--- src/rtl/branch_predictor_pkg.sv ---
// Shared types for the fetch-side branch predictor: BHT counter encoding,
// default table geometry and the BTB entry layout.
// Ports: none (package only).
package branch_predictor_pkg;

  localparam int BHT_IDX_BITS_DEF = 7;
  localparam int BTB_IDX_BITS_DEF = 5;
  localparam int GHR_BITS_DEF     = 7;
  localparam int BTB_TAG_BITS_DEF = 32 - BTB_IDX_BITS_DEF - 2;

  // 2-bit saturating direction counter; MSB is the taken prediction.
  typedef enum logic [1:0] {
    SNT = 2'b00,
    WNT = 2'b01,
    WT  = 2'b10,
    ST  = 2'b11
  } bht_ctr_t;

  typedef struct packed {
    logic                        valid;
    logic [BTB_TAG_BITS_DEF-1:0] tag;
    logic [31:0]                 target;
  } btb_entry_t;

  function automatic logic ctr_predicts_taken(input bht_ctr_t c);
    return c[1];
  endfunction

endpackage

--- src/rtl/sat_counter2.sv ---
// Next-state function of one 2-bit saturating direction counter.
// Latency: combinational.  Ports: ctr_i current state, taken_i resolved
// direction, ctr_o next state (saturates at SNT and ST).
module sat_counter2
  import branch_predictor_pkg::*;
(
  input  bht_ctr_t ctr_i,
  input  logic     taken_i,
  output bht_ctr_t ctr_o
);

  always_comb begin
    ctr_o = ctr_i;
    case (ctr_i)
      SNT:     ctr_o = taken_i ? WNT : SNT;
      WNT:     ctr_o = taken_i ? WT  : SNT;
      WT:      ctr_o = taken_i ? ST  : WNT;
      ST:      ctr_o = taken_i ? ST  : WT;
      default: ctr_o = ctr_i;
    endcase
  end

endmodule

--- src/rtl/branch_predictor.sv ---
// Fetch-side direction/target predictor: 2-bit BHT + direct-mapped BTB,
// prediction registered one cycle after lookup, trained from EX resolution.
// Ports: clk/rst (async active-low); pred_req/pred_pc/stall/flush in,
// pred_valid/pred_taken/pred_target/pred_idx out; upd_* training from EX.
// Build option BRANCH_PRED_GSHARE_EN: gshare indexing with a global history
// register; when undefined the predictor is bimodal and no GHR exists.
module branch_predictor
  import branch_predictor_pkg::*;
#(
  parameter int BHT_IDX_BITS = BHT_IDX_BITS_DEF,
  parameter int BTB_IDX_BITS = BTB_IDX_BITS_DEF
`ifdef BRANCH_PRED_GSHARE_EN
  , parameter int GHR_BITS = GHR_BITS_DEF
`endif
) (
  input  logic                    clk,
  input  logic                    rst,
  input  logic                    pred_req,
  input  logic [31:0]             pred_pc,
  input  logic                    stall,
  input  logic                    flush,
  output logic                    pred_valid,
  output logic                    pred_taken,
  output logic [31:0]             pred_target,
  output logic [BHT_IDX_BITS-1:0] pred_idx,
  input  logic                    upd_valid,
  input  logic [31:0]             upd_pc,
  input  logic [BHT_IDX_BITS-1:0] upd_idx,
  input  logic                    upd_taken,
  input  logic [31:0]             upd_target
);

  localparam int BHT_ENTRIES = 1 << BHT_IDX_BITS;
  localparam int BTB_ENTRIES = 1 << BTB_IDX_BITS;
  localparam int TAG_BITS    = 30 - BTB_IDX_BITS;

  typedef struct packed {
    logic                valid;
    logic [TAG_BITS-1:0] tag;
    logic [31:0]         target;
  } btb_ent_t;

  bht_ctr_t bht_q [BHT_ENTRIES];
  btb_ent_t btb_q [BTB_ENTRIES];

  // ---------------- lookup (reads pre-update table contents) ----------------
  logic [BHT_IDX_BITS-1:0] lk_bht_idx;
  logic [BTB_IDX_BITS-1:0] lk_btb_idx;
  logic [TAG_BITS-1:0]     lk_tag;
  btb_ent_t                lk_btb;
  logic                    lk_hit;
  logic                    lk_taken;
  logic [31:0]             lk_target;

`ifdef BRANCH_PRED_GSHARE_EN
  logic [GHR_BITS-1:0] ghr_q;

  assign lk_bht_idx = pred_pc[BHT_IDX_BITS+1:2] ^ BHT_IDX_BITS'(ghr_q);

  // History is only advanced by resolved branches, so it never needs repair.
  always_ff @(posedge clk or negedge rst) begin
    if (!rst) begin
      ghr_q <= '0;
    end else if (upd_valid) begin
      ghr_q <= {ghr_q[GHR_BITS-2:0], upd_taken};
    end
  end
`else
  assign lk_bht_idx = pred_pc[BHT_IDX_BITS+1:2];
`endif

  assign lk_btb_idx = pred_pc[BTB_IDX_BITS+1:2];
  assign lk_tag     = pred_pc[31:BTB_IDX_BITS+2];
  assign lk_btb     = btb_q[lk_btb_idx];
  assign lk_hit     = lk_btb.valid && (lk_btb.tag == lk_tag);
  assign lk_taken   = lk_hit && ctr_predicts_taken(bht_q[lk_bht_idx]);
  assign lk_target  = lk_taken ? lk_btb.target : (pred_pc + 32'd4);

  // ---------------- registered prediction ----------------
  logic                    pred_valid_q, pred_valid_d;
  logic                    pred_taken_q, pred_taken_d;
  logic [31:0]             pred_target_q, pred_target_d;
  logic [BHT_IDX_BITS-1:0] pred_idx_q, pred_idx_d;

  // Flush only kills validity; the payload simply holds.
  always_comb begin
    pred_valid_d  = pred_valid_q;
    pred_taken_d  = pred_taken_q;
    pred_target_d = pred_target_q;
    pred_idx_d    = pred_idx_q;
    if (flush) begin
      pred_valid_d = 1'b0;
    end else if (!stall) begin
      pred_valid_d  = pred_req;
      pred_taken_d  = lk_taken;
      pred_target_d = lk_target;
      pred_idx_d    = lk_bht_idx;
    end
  end

  always_ff @(posedge clk or negedge rst) begin
    if (!rst) begin
      pred_valid_q  <= 1'b0;
      pred_taken_q  <= 1'b0;
      pred_target_q <= '0;
      pred_idx_q    <= '0;
    end else begin
      pred_valid_q  <= pred_valid_d;
      pred_taken_q  <= pred_taken_d;
      pred_target_q <= pred_target_d;
      pred_idx_q    <= pred_idx_d;
    end
  end

  assign pred_valid  = pred_valid_q;
  assign pred_taken  = pred_taken_q;
  assign pred_target = pred_target_q;
  assign pred_idx    = pred_idx_q;

  // ---------------- training ----------------
  bht_ctr_t upd_ctr_d;

  sat_counter2 u_sat_counter2 (
    .ctr_i   (bht_q[upd_idx]),
    .taken_i (upd_taken),
    .ctr_o   (upd_ctr_d)
  );

  always_ff @(posedge clk or negedge rst) begin
    if (!rst) begin
      for (int i = 0; i < BHT_ENTRIES; i++) begin
        bht_q[i] <= WNT;
      end
    end else if (upd_valid) begin
      bht_q[upd_idx] <= upd_ctr_d;
    end
  end

  logic [BTB_IDX_BITS-1:0] upd_btb_idx;
  btb_ent_t                upd_btb_d;

  assign upd_btb_idx      = upd_pc[BTB_IDX_BITS+1:2];
  assign upd_btb_d.valid  = 1'b1;
  assign upd_btb_d.tag    = upd_pc[31:BTB_IDX_BITS+2];
  assign upd_btb_d.target = upd_target;

  // Only taken branches allocate; a later taken branch aliasing the same
  // slot simply replaces the entry.
  always_ff @(posedge clk or negedge rst) begin
    if (!rst) begin
      for (int i = 0; i < BTB_ENTRIES; i++) begin
        btb_q[i] <= '0;
      end
    end else if (upd_valid && upd_taken) begin
      btb_q[upd_btb_idx] <= upd_btb_d;
    end
  end

  // Byte-offset bits of word-aligned PCs carry no information here.
  logic unused_pc_lsbs;
  assign unused_pc_lsbs = ^{pred_pc[1:0], upd_pc[1:0]};

endmodule

--- config.mk ---
export PLATFORM = sky130hd
export DESIGN_NAME = branch_predictor
export DESIGN_NICKNAME = d
export VERILOG_FILES = /design/src/rtl/branch_predictor_pkg.sv /design/src/rtl/sat_counter2.sv /design/src/rtl/branch_predictor.sv
export SDC_FILE = /design/constraint.sdc
export NUM_CORES = 2
export LEC_CHECK = 0
export ABC_CLOCK_PERIOD_IN_PS = 5100
export CORE_ASPECT_RATIO = 1.4
export CORE_MARGIN = 8
export CORE_UTILIZATION = 68
export DETAILED_ROUTE_END_ITERATION = 8
export MAX_ROUTING_LAYER = met4
export PLACE_DENSITY_LB_ADDON = 0.25
export SYNTH_ARGS = -nofsm -noshare
export SYNTH_HDL_FRONTEND = slang
export SYNTH_SLANG_ARGS = --single-unit
export TNS_END_PERCENT = 1
--- constraint.sdc ---
create_clock -name clk -period 5.1 [get_ports clk]
set_clock_uncertainty 0.1 [all_clocks]
set_input_delay 0.765 -clock clk [delete_from_list [all_inputs] [get_ports clk]]
set_output_delay 0.765 -clock clk [all_outputs]
set_load 0.05 [all_outputs]
==> summary.txt <==
GRT
  – Met1 Usage GRT: 0.447
  – Remaining global-route overflow: 0
  – First-pass GRT wire length: 416000 um
  – GRT Max-Usage Layer: met2
  – All-layer global routing usage: 0.357
  – Number of global-route vias before repair: 64903
  – Initial antenna violation count: 20
  – Met3 usage: 0.0923
  – Routing usage on met2: 0.559
  – Pin count of the biggest net entering global routing: 138

STA
  – Max-slew violations: 0
  – Fmax: 0.254 GHz
  – Setup Viol. Count Final: 0
  – Crit share post-route: 0.773
  – Min Tclk post-route: 3.94 ns
  – Final setup margin: 1.16 ns
  – Endpoints failing hold: 0
  – RSZ-0062 raised after global routing: false
  – Worst slew pin tran: 1.18 ns
  – Max_slew headroom: 0.213
  – TNS Setup: 0 ns

Final layout
  – Final Util: 0.755
  – Most frequent cells in the layout: 2099 x mux2_2, 2025 x dfrtp_1, 509 x mux4_2
  – Final Non-Filler Cells: 8626
  – Fin nets: 6622
  – Commonest non-fill, non-tap cell in the layout: mux2_2
  – Post-route cell area: 110000 sq um
  – Layout cells sized above 1: 0.510
  – Fill count: 8627
  – Synth-to-layout area growth: 10.6%

Synth
  – Syn Inst Count: 6558
  – Synth Cell Area: 99400 sq um
  – Post-synthesis sequential area ratio: 0.544
  – Synth cell types: 71
  – Ys flop type: dfrtp_1
  – YS warnings: 0
  – Post-Syn Nets: 6669
  – Synth Register Bits: 2153
  – EDFF count, synth: 0
  – Synth Area per Inst: 15.2 sq um
  – Async S/R FF share, synth: 1.00

Critical path
  – Crit-path max FO: 27
  – Crit end category: flop
  – Reg2reg end: pred_target[15]$_DFFE_PN0P_
  – Crit path DAT: 4.61 ns
  – Cell mode on critical path: buf_4
  – Worst setup path startpoint: pred_pc[3]
  – CP max-delay cell: a2111oi_0
  – Critical register-to-register path startpoint: btb_q[283]$_DFFE_PN0P_
  – Crit-path max cell delay: 0.60 ns
  – Required @ worst endpoint: 5.76 ns
  – Reg-to-reg setup timing slack: 1.37 ns
  – Crit Path Category: in2reg
  – Reg2Reg Depth: 9
  – CP delay by family, top: buffers and inverters
  – Worst-path cell chain: buf_8 > buf_4 > buf_4 > mux4_2 > nor2_1 > a2111oi_0 > nor3_1 > nor4_2 > and4b_1 > buf_4 > a21oi_1 > o21ai_0
  – Buf/Inv on CP: 4
  – CP startpoint kind: input pin

Route
  – 1st-pass router iterations: 7
  – DRT antenna net count: 0
  – WL per Instance: 31.6 um
  – Via/cell ratio: 6.99
  – DR iter-0 viols: 5747
  – DR vias: 60276
  – Total wire length: 272000 um
  – DRC violations left: 0

Placement
  – Placed insts: 8244
  – DP Worst Slack: 0.379 ns
  – Detailed placement HPWL: 164000 um
  – Buffers on Ports: 148
  – RD Place Congestion: 0.945
  – Cell Area, Placed: 103000 sq um

Floorplan
  – Core box area: 146000 sq um
  – I/O Pins: 151
  – Horiz. Die Dim: 339 um
  – Height of the die: 468 um
  – Die ar.: 159000 sq um
  – Initial Util: 0.683
  – # rows: 166

Hold path
  – Hold Startpoint: btb_q[1217]$_DFFE_PN0P_
  – Worst min path class: reg2reg
  – Min-Delay Path Depth: 1
  – Hold Path Sink: btb_q[1217]$_DFFE_PN0P_

Power and ir drop
  – P per Cell Area: 370 nW/um^2
  – Lkg Pwr: 50.2 nW
  – Worst vdd ir: 0.000447 V

Clocking
  – TritonCTS Buffers: 196
  – CTS tree: built
  – H-tree depth: 4
  – Clk root buf: clkbuf_16
  – Clock sink count: 2153
  – Clock-pin slew on the worst setup and hold paths: 0.07 ns
  – Clock Latency Late Sink: 0.86 ns
  – Post-cts resize count: 0
  – CTS max path bufs: 3

Job
  – Max-Cap Viols: 0

Outcome
  – Status: complete, no violations
==> Yosys cell counts (all sizes together) (12+ instances only) <==
master   number  area, sq um
a21oi        63          315
nor2b        14         87.6
xnor2        36          315
nand4        26          178
xor2         15          131
nand2b       18          113
mux4        509        11500
o221ai       26          228
a22o         27          236
clkbuf      408         1530
and2         15         93.8
or2          24          150
buf         233         1200
o21ai        42          214
o41ai        33          477
dfrtp      2025        50700
a31oi        18          113
a221oi       27          236
mux2i       117         1170
dfstp       128         3360
nor3         13         65.1
o22ai        25          156
mux2       2099        23600
nor2        199          747
nand2       182          683
nand3        24          120
a2111oi      12          111
a22oi       115          863
==> cell families after synthesis <==
group | count (synthesis) | synth area share
buffers and inverters | 647 | 0.0277
flip-flops | 2153 | 0.544
multiplexers | 2725 | 0.365
XOR/XNOR | 51 | 0.00450
AND/OR/NAND/NOR | 554 | 0.0258
adder cells (fa/ha/maj) | 3 | 0.000327
AO/OA/AOI/OAI | 425 | 0.0329
==> flip-flops by register name, indices dropped and copies added (netlist names) <==
name         count
bht_q          256
btb_q         1856
pred_idx         7
pred_taken       1
pred_target     32
pred_valid       1
==> where the power goes <==
part	leakage (nW)	internal, mW	switching, mW	total, mW
logic	18.7	3.01	2.50	5.50
clock network	3.19	8.34	6.52	14.9
registers	28.3	19.2	1.10	20.3
==> area by class of cell <==
type / instances / area, sq um / share of cell area
diodes: 19 / 47.5 / 0.000432
clock buffers: 300 / 5870 / 0.0534
clock inverters: 62 / 609 / 0.00554
inverters: 6 / 30.0 / 0.000273
multi-input cells: 3758 / 42900 / 0.390
flip-flops and latches: 2153 / 54000 / 0.492
well taps: 1932 / 2420 / 0.0220
repair buffers: 396 / 4060 / 0.0369
==> per-stage QoR <==
stage | hold WS [ns] | power (mW)
global route | 0.381 | 42.1
CTS | 0.357 | 40.8
global placement | 0.344 | 25.7
floorplan | 0.329 | 24.1
detailed placement | 0.349 | 26.1
finish | 0.368 | 40.7
==> per-layer routing <==
metal,vias up,routed length [um],part of all wire
li1,24250,-,-
met1,32480,102000,0.37
met2,2782,132000,0.48
met3,764,25400,0.093
met4,0,13200,0.048
met5,-,0,0
==> timing repair <==
action                                  CTS  global route
endpoints found under the setup margin    0             0
buffers inserted                          0             0
hold buffers                              1             0
endpoints found under the hold margin    87             0
==> how the worst max path moves through the flow <==
stage                     cells past startpoint                     endpoint  slack, ns
after detailed placement                     12  pred_target[31]$_DFFE_PN0P_       0.38
after CTS                                    12  pred_target[31]$_DFFE_PN0P_       1.28
final                                        12  pred_target[31]$_DFFE_PN0P_       1.16
after global placement                       13  pred_target[12]$_DFFE_PN0P_       0.41
after global routing                         13  pred_target[28]$_DFFE_PN0P_       1.03
after floorplan                              13   pred_target[2]$_DFFE_PN0P_       1.23
==> worst reg2reg max path: stages (launching register included) <==
cell      delay (ns)
dfrtp_1         0.38
mux4_2          0.46
a211o_1         0.32
o22ai_1         0.40
xor2_1          0.48
o2111a_1        0.42
nand4_4         0.28
buf_12          0.27
o41ai_2         0.43
o21ai_1         0.09
Note: power is estimated with default switching activity, not from simulation.
==> edit, RTL diff (same flow settings) <==
The option `BRANCH_PRED_GSHARE_EN` is turned on by a define.
--- a/src/rtl/branch_predictor.sv
+++ b/src/rtl/branch_predictor.sv
@@ -4,6 +4,8 @@
 // pred_valid/pred_taken/pred_target/pred_idx out; upd_* training from EX.
 // Build option BRANCH_PRED_GSHARE_EN: gshare indexing with a global history
 // register; when undefined the predictor is bimodal and no GHR exists.
+`define BRANCH_PRED_GSHARE_EN
+
 module branch_predictor
   import branch_predictor_pkg::*;
 #(
Check against the original RTL: not settled (the Yosys comparison gave no result); the edit may change what the design does.
==> edit against the original RTL <==
Combinational power is 14% higher; power is 3.7% higher; synthesized cell count is 5.8% higher; first-iteration DRC count is 1.7% lower; maximum frequency is 4.0% lower; final area is 0.76% higher; routed wire length is 2.8% higher; setup slack worse by 0.16 ns; area after synthesis is 0.60% higher; sequential cell count is 7 higher.
==> edit: results (changes against the original RTL) <==
nMultiInputCombCells: 4082  # +8.6%
drive_gt1_frac: 0.452  # -0.0575
diodes: 31  # +12
synthAdderAreaFrac: 0.000125  # -0.000202
reg2reg_slack_ns: 1.14  # -0.23 ns
placed_cells: 8589  # +4.2%
comb_power_share: 0.148  # +0.013
nets: 6968  # +5.2%
path_delay_family: "simple AND/OR/NAND/NOR gates"
signal_buffers: 403  # +1.8%
clkCellAreaFrac: 0.0602  # +0.00127
synth_xor_area_frac: 0.00437  # -0.000127
cts_buffers: 197  # +0.51%
routedWlPerCell_um: 31.2  # -1.2%
outcome: "completed"
antenna_found_initial: 31  # +55%
drtIter0Drc: 5651  # -1.7%
fill_cells: 8578  # -0.57%
nonClkBufAreaFrac: 0.0377  # +0.000736
postLayoutCellArea_um2: 111000  # +0.76%
grt_pass1_vias: 66500  # +2.4%
min_from: "btb_q[1043]"
slowest_delay_ns: 0.97  # +0.37 ns
muxShareOfSynthArea: 0.343  # -0.0222
vias: 62600  # +3.8%
total_leakage_power_nw: 50.4  # +0.36%
synth-compound-area-share: 0.0489  # +0.0159
ff2ff_path_depth: 10  # +1
dr.pass1.iters: 8  # +1
ir_drop_mv: 0.319  # -29%
critical_path.startpoint: "pred_pc[5]"
multi_input_area_um2: 43200  # +0.71%
swShare: 0.256  # +0.00720
p_int_mw: 31.4  # +2.7%
yosysSeqAreaShare: 0.542  # -0.00148
grt_usage: 0.363  # +0.00528
synth.area.top_cells: "dfrtp_1 51%, mux2_2 21%, mux4_2 12%"
r2r_end: "pred_target[20]"
stdcell_count: 8976  # +4.1%
fin_crit_ns: 4.11  # +0.164 ns
cp-endpoint: "pred_target[27]"
place_area_um2: 104000  # +0.60%
worst_pin_slew_ns: 1.22  # +0.0485 ns
-- edit: worst min-delay path by stage --
| stage | to | slack, ns | cells past startpoint |
|---|---|---|---|
| after floorplan | btb_q[1507] | 0.33 | 1 |
| after global placement | btb_q[811] | 0.34 | 1 |
| after detailed placement | btb_q[1507] | 0.35 | 1 |
| final | btb_q[1043] | 0.37 | 1 |
| after global routing | btb_q[869] | 0.38 | 1 |
| after CTS | pred_target[8] | 0.35 | 3 |
-- edit: cell families after synthesis --
family	after synthesis
xor gates and xnor gates	49
muxes	2544
adders and majority gates	1
buffers and inverters	699
DFF	2160
and+or+nand+nor	737
AOI/OAI and AO/OA	751
-- edit: per-layer routing --
metal  track usage  share of wire  vias up
li1              -              -    25500
met1         0.449           0.37    33400
met2         0.562           0.48     2823
met3        0.0840          0.086      877
met4         0.188          0.059        0
met5             -              0        -
